$ cat src/rtl/pipe_pkg.sv
// Shared definitions for the pipeline sequencer: state codes,
// default sizes and the per-stage control bundle.
package pipe_pkg;

    localparam logic [1:0] S_RUN = 2'd0;
    localparam logic [1:0] S_MC  = 2'd1;
    localparam logic [1:0] S_FRZ = 2'd2;

    localparam int CNT_W_DEF         = 16;
    localparam int MC_MAX_CYCLES_DEF = 64;

    typedef struct packed {
        logic pc_en;
        logic if_id_en;
        logic id_ex_en;
        logic ex_mem_en;
        logic mem_wb_en;
        logic if_id_flush;
        logic id_ex_bubble;
        logic ex_mem_bubble;
        logic pc_sel_correct;
    } ctrl_t;

endpackage

$ cat src/rtl/sat_counter.sv
// Event counter that sticks at all-ones instead of wrapping.
module sat_counter #(
    parameter int WIDTH = 16
) (
    input  logic             clk,
    input  logic             rst_n,
    input  logic             inc,
    output logic [WIDTH-1:0] count
);

    always_ff @(posedge clk or negedge rst_n) begin
        if (!rst_n) begin
            count <= '0;
        end else if (inc && (count != '1)) begin
            count <= count + 1'b1;
        end
    end

endmodule

$ cat src/rtl/pipeline_ctrl.sv
// Pipeline sequencer: turns hazard, memory-wait and multi-cycle EX
// handshakes into stage enables, bubbles, flushes and PC select.
module pipeline_ctrl
    import pipe_pkg::*;
#(
    parameter int CNT_W         = CNT_W_DEF,
    parameter int MC_MAX_CYCLES = MC_MAX_CYCLES_DEF
) (
    input  logic             clk,
    input  logic             rst_n,
    input  logic             stallReq,
    input  logic             flushReq,
    input  logic             cpcReq,
    input  logic             mcStart,
    input  logic             mcDone,
    input  logic             imemReady,
    input  logic             dmemReady,
    output logic             pcEn,
    output logic             ifIdEn,
    output logic             idExEn,
    output logic             exMemEn,
    output logic             memWbEn,
    output logic             ifIdFlush,
    output logic             idExBubble,
    output logic             exMemBubble,
    output logic             pcSelCorrect,
    output logic             mcTimeout,
    output logic [CNT_W-1:0] stallCnt,
    output logic [CNT_W-1:0] flushCnt
);

    localparam int MC_W = (MC_MAX_CYCLES > 2) ? $clog2(MC_MAX_CYCLES) : 1;
    localparam logic [MC_W-1:0] MC_LAST = MC_W'(MC_MAX_CYCLES - 1);

    logic [1:0]      state;
    logic [1:0]      saved;
    logic [1:0]      eff;
    logic            flush_pend;
    logic            cpc_pend;
    logic            timeout_q;
    logic [MC_W-1:0] mc_count;
    logic            frz;
    logic            mc_stall;
    logic            flush_apply;
    ctrl_t           ctrl;

    // A frozen cycle resumes with the decode of the state it interrupted
    assign eff         = (state == S_FRZ) ? saved : state;
    assign frz         = !dmemReady;
    assign mc_stall    = !frz && (eff == S_MC) && !mcDone;
    assign flush_apply = !frz && !mc_stall && (flushReq || flush_pend);

    always_comb begin
        ctrl = '0;
        if (rst_n) begin
            priority case (1'b1)
                frz: begin
                    ctrl = '0;
                end
                mc_stall: begin
                    ctrl.ex_mem_en     = 1'b1;
                    ctrl.mem_wb_en     = 1'b1;
                    ctrl.ex_mem_bubble = 1'b1;
                end
                flush_apply: begin
                    ctrl.pc_en          = 1'b1;
                    ctrl.if_id_en       = 1'b1;
                    ctrl.id_ex_en       = 1'b1;
                    ctrl.ex_mem_en      = 1'b1;
                    ctrl.mem_wb_en      = 1'b1;
                    ctrl.if_id_flush    = 1'b1;
                    ctrl.pc_sel_correct = cpcReq || cpc_pend;
                end
                stallReq: begin
                    ctrl.id_ex_en     = 1'b1;
                    ctrl.ex_mem_en    = 1'b1;
                    ctrl.mem_wb_en    = 1'b1;
                    ctrl.id_ex_bubble = 1'b1;
                end
                !imemReady: begin
                    ctrl.if_id_en    = 1'b1;
                    ctrl.id_ex_en    = 1'b1;
                    ctrl.ex_mem_en   = 1'b1;
                    ctrl.mem_wb_en   = 1'b1;
                    ctrl.if_id_flush = 1'b1;
                end
                default: begin
                    ctrl.pc_en     = 1'b1;
                    ctrl.if_id_en  = 1'b1;
                    ctrl.id_ex_en  = 1'b1;
                    ctrl.ex_mem_en = 1'b1;
                    ctrl.mem_wb_en = 1'b1;
                end
            endcase
        end
    end

    always_ff @(posedge clk or negedge rst_n) begin
        if (!rst_n) begin
            state     <= S_RUN;
            saved     <= S_RUN;
            mc_count  <= '0;
            timeout_q <= 1'b0;
        end else if (frz) begin
            if (state != S_FRZ) begin
                saved <= state;
            end
            state <= S_FRZ;
        end else if (eff == S_MC) begin
            if (mcDone) begin
                state <= S_RUN;
            end else if (mc_count == MC_LAST) begin
                state     <= S_RUN;
                timeout_q <= 1'b1;
            end else begin
                state    <= S_MC;
                mc_count <= mc_count + 1'b1;
            end
        end else if (mcStart && !mcDone) begin
            state    <= S_MC;
            mc_count <= '0;
        end else begin
            state <= S_RUN;
        end
    end

    // Requests that arrive while blocked collapse into one pending flush
    always_ff @(posedge clk or negedge rst_n) begin
        if (!rst_n) begin
            flush_pend <= 1'b0;
            cpc_pend   <= 1'b0;
        end else begin
            if ((frz || mc_stall) && flushReq) begin
                flush_pend <= 1'b1;
            end else if (flush_apply) begin
                flush_pend <= 1'b0;
            end
            if ((frz || mc_stall) && cpcReq) begin
                cpc_pend <= 1'b1;
            end else if (flush_apply) begin
                cpc_pend <= 1'b0;
            end
        end
    end

    sat_counter #(.WIDTH(CNT_W)) u_stall_cnt (
        .clk   (clk),
        .rst_n (rst_n),
        .inc   (!ctrl.pc_en),
        .count (stallCnt)
    );

    sat_counter #(.WIDTH(CNT_W)) u_flush_cnt (
        .clk   (clk),
        .rst_n (rst_n),
        .inc   (flush_apply),
        .count (flushCnt)
    );

    assign pcEn         = ctrl.pc_en;
    assign ifIdEn       = ctrl.if_id_en;
    assign idExEn       = ctrl.id_ex_en;
    assign exMemEn      = ctrl.ex_mem_en;
    assign memWbEn      = ctrl.mem_wb_en;
    assign ifIdFlush    = ctrl.if_id_flush;
    assign idExBubble   = ctrl.id_ex_bubble;
    assign exMemBubble  = ctrl.ex_mem_bubble;
    assign pcSelCorrect = ctrl.pc_sel_correct;
    assign mcTimeout    = timeout_q;

endmodule

$ cat config.mk
export PLATFORM = sky130hd
export DESIGN_NAME = pipeline_ctrl
export DESIGN_NICKNAME = d
export VERILOG_FILES = /design/src/rtl/pipe_pkg.sv /design/src/rtl/sat_counter.sv /design/src/rtl/pipeline_ctrl.sv
export SDC_FILE = /design/constraint.sdc
export NUM_CORES = 1
export LEC_CHECK = 0
export ABC_AREA = 1
export CAP_MARGIN = 25
export CORE_MARGIN = 1.5
export CORE_UTILIZATION = 48
export DETAILED_ROUTE_END_ITERATION = 8
export PLACE_DENSITY = 0.77
export SLEW_MARGIN = 20
export SYNTH_ARGS = -nofsm -noshare
export SYNTH_HDL_FRONTEND = slang
export SYNTH_SLANG_ARGS = --single-unit
$ cat constraint.sdc
create_clock -name clk -period 1.8 [get_ports clk]
set_input_delay 0.27 -clock clk [delete_from_list [all_inputs] [get_ports clk]]
set_output_delay 0.27 -clock clk [all_outputs]
set_load 0.02 [all_outputs]
==> results of run 1 <==
-- layout by cell type (no fill, tap or decap), types with 2 or more instances in the layout --
cell type and instances:
a21o_1 2, buf_2 3, buf_4 34, clkbuf_1 2
clkbuf_2 4, clkbuf_8 6, clkdlybuf4s50_1 40, dfrtp_1 44
dlygate4sd2_1 2, ha_1 2, inv_1 38, nand2_1 163
nand2_2 5, nand3_1 35, nand3_4 2, nand3b_1 2
nand4_1 10, nor2_1 37, nor2_4 3, o21ai_0 8
xnor2_1 13, xor2_1 7
-- repair_timing --
action	CTS	global route
buffers inserted	0	3
cloned	0	1
endpoints found under the setup margin	25	39
hold buffers	0	0
hold endpoints to repair	0	0
gates resized for setup	27	10
pin swaps	0	3
-- cells by family (layout without fill, tap and decap cells) --
family	count (synthesis)	count (layout)	share of synthesized area, %
XOR/XNOR	20	20	6.29
buffers and inverters	46	132	7.90
flip-flops	45	45	40.4
AND/OR/NAND/NOR	264	265	41.5
AO/OA/AOI/OAI	13	13	2.51
adder cells (fa/ha/maj)	3	3	1.35
-- synth_stat cells --
master / instances / area, um^2
buf_2: 2 / 10.0
nand4_2: 1 / 12.5
nor2_4: 1 / 11.3
inv_1: 38 / 143
inv_2: 1 / 3.75
nor3_1: 1 / 5.00
nand2_1: 164 / 616
nor2_1: 37 / 139
nand3_1: 35 / 175
o21ai_0: 9 / 45.0
nand3_4: 2 / 35.0
nand2_8: 1 / 20.0
or2_0: 1 / 6.26
nor2_2: 3 / 18.8
nand2_2: 4 / 25.0
buf_6: 2 / 22.5
buf_12: 1 / 20.0
clkbuf_8: 1 / 13.8
nand3_2: 1 / 10.0
xnor2_1: 13 / 114
nand3b_1: 2 / 15.0
nand4_1: 10 / 62.6
xor2_1: 7 / 61.3
nor4_1: 1 / 6.26
buf_4: 1 / 7.51
a21o_1: 2 / 15.0
a21oi_1: 2 / 10.0
dfrtp_1: 45 / 1130
ha_1: 3 / 37.5
-- layer usage --
layer	GRT usage (%)	wire (um)	up-vias
met1	32.0	3220	1264
met5	0	0	-
met3	3.33	212	6
li1	-	-	1390
met2	37.4	3130	62
met4	6.14	85	0
-- layout make-up --
cell class | instances | area [um^2]
repair buffers | 85 | 739
clock buffers | 8 | 90.1
well taps | 72 | 90.1
inverters | 39 | 146
flip-flops and latches | 45 | 1130
multi-input cells | 301 | 1480
fillers | 472 | 1870
-- final timing paths --
path / from / end / depth (start not counted)
min in group clk: dmemReady / state[1] / 3
max reg2reg: u_stall_cnt.count[0] / u_stall_cnt.count[2] / 9
max: state[1] / ifIdEn / 5
min: rst_n / u_flush_cnt.count[15] / 2
max in group asynchronous: rst_n / u_stall_cnt.count[0] / 2
min reg2reg: mcTimeout / mcTimeout / 1
-- per-stage QoR --
| stage | utilization (%) | hold WS, ns | setup TNS [ns] | total power, mW |
|---|---|---|---|---|
| floorplan | - | -0.0256 | 0 | 1.83 |
| global placement | 63.9 | 0.444 | -6.52 | 2.29 |
| detailed placement | 63.9 | 0.455 | -8.92 | 2.32 |
| CTS | 65.4 | 0.177 | -0.00217 | 2.98 |
| global route | 66.3 | 0.209 | -0.116 | 3.16 |
| finish | 66.3 | 0.149 | -0.0232 | 2.98 |
-- power by group through the flow --
stage,Combinational [mW],Sequential [mW],Clock [mW]
2_1_floorplan,0.385,1.45,0
3_3_place_gp,0.991,1.30,0
3_5_place_dp,1.01,1.31,0
4_1_cts,1.01,1.29,0.672
5_1_grt,1.13,1.32,0.716
6_report,1.03,1.30,0.654
-- flip-flops by register name, indices dropped and copies added, names as in the netlist --
register / count
u_flush_cnt.count: 16
state: 2
flush_pend: 1
mcTimeout: 1
mc_count: 6
u_stall_cnt.count: 16
saved: 2
cpc_pend: 1
-- critical path, stage by stage, from the launching register on --
cell	delay, ns
dfrtp_1	0.42
a21o_1	0.23
nand3_4	0.10
nand3_1	0.14
a21oi_2	0.20
buf_4	0.17
==> flow_metrics.tcl, run 1 <==
set metrics [dict create \
    gp_congestion 0.886 \
    drt_iter0_drc 144 \
    internal_power_mw 1.95 \
    grt_pass1_wl_mm 11.5 \
    start_util_pct 50.3 \
    synthCells 391 \
    detail_route.vias_per_cell 4.95 \
    drt.antenna.violating_nets 0 \
    core_um2 5540 \
    max_slew.worst_pin.slew_ns 0.573 \
    status "finished, violations left" \
    portBuffers 50 \
    syn2layout_area_growth_pct 31.8 \
    place_inst 538 \
    synth_area_um2 2790 \
    grt_pass1_vias 2492 \
    finalSetupViolCount 1 \
    violations "negative setup slack" \
    rsz0062_at_grt "true" \
    worst_ep_arrival_time_ns 1.55 \
    drive_above_1_share_pct 14.6 \
    place_area_um2 3540 \
    cts_tree "done" \
    vias 2722 \
    startpoint_type "register" \
    row_count 27 \
    synthDistinctLibCells 29 \
    grtUsageTotal_pct 23.0 \
    max_cap_violations 0 \
    fin_skew_ns 0.00610 \
    cp-end-kind "primary output" \
    fin_crit_ns 1.82 \
    clkLatencyLatePin_ns 0.29 \
    place_ws_ns -0.406 \
    die_w_um 79.2 \
    required_ns 1.53 \
    clock_sinks 45 \
    cts_max_level 2 \
    max_freq_ghz 0.548 \
    setup_ws_ns -0.0232 \
    drcViolationCount 0 \
    crit_fanout 6 \
    hold_violations 0 \
    peakVddDrop_uv 522 \
    avgSynthCellArea_um2 7.13 \
    p_sw_share_pct 34.7 \
    hp-class "input port to asynchronous set/reset pin" \
    fin_cells 550 \
    dr.pass1.iters 4 \
    grt_antenna_before_repair 0 \
    switchingPower_mw 1.03 \
    numCtsBuffers 5 \
    synth_seq_area_share_pct 40.4 \
    maxSlewHeadroom_pct 61.8 \
    pwr-share-comb_pct 34.5 \
    overflow 0 \
    nets 489 \
    io_pins 51 \
    cts_buffer_depth 2 \
    p_seq_share_pct 43.6 \
    synth_seq_cells 45 \
    crit_type "register to primary output" \
    powerDensity_nw_per_um2 810 \
    wl_mm 6.65 \
    hpwl_mm 4.76 \
    design_area_um2 3670 \
    synth_nets 403 \
    wl_per_cell_um 12.1 \
    synth_warnings 0 \
    finalMaxSlewViolations 0 \
    period_share_pct 101 \
    reg2reg_setup_slack_ns 0.12 \
    grt_max_degree 46 \
    clk_pin_slew_worst_paths_ns 0.08 \
    die-area_um2 6270 \
    cts_root_buf "clkbuf_8" \
    diodes 0 \
    die_y_um 79.2 \
    p_leak_nw 1.90 \
    clockPowerShare_pct 22.0 \
]
Power figures use the tool's default switching activity.
==> inputs of run 2 (changes only) <==
Settings changed: CAP_MARGIN 25 to default.
==> results of run 2 <==
Same layout as run 1: the final DEF is identical, and so are final timing and power.
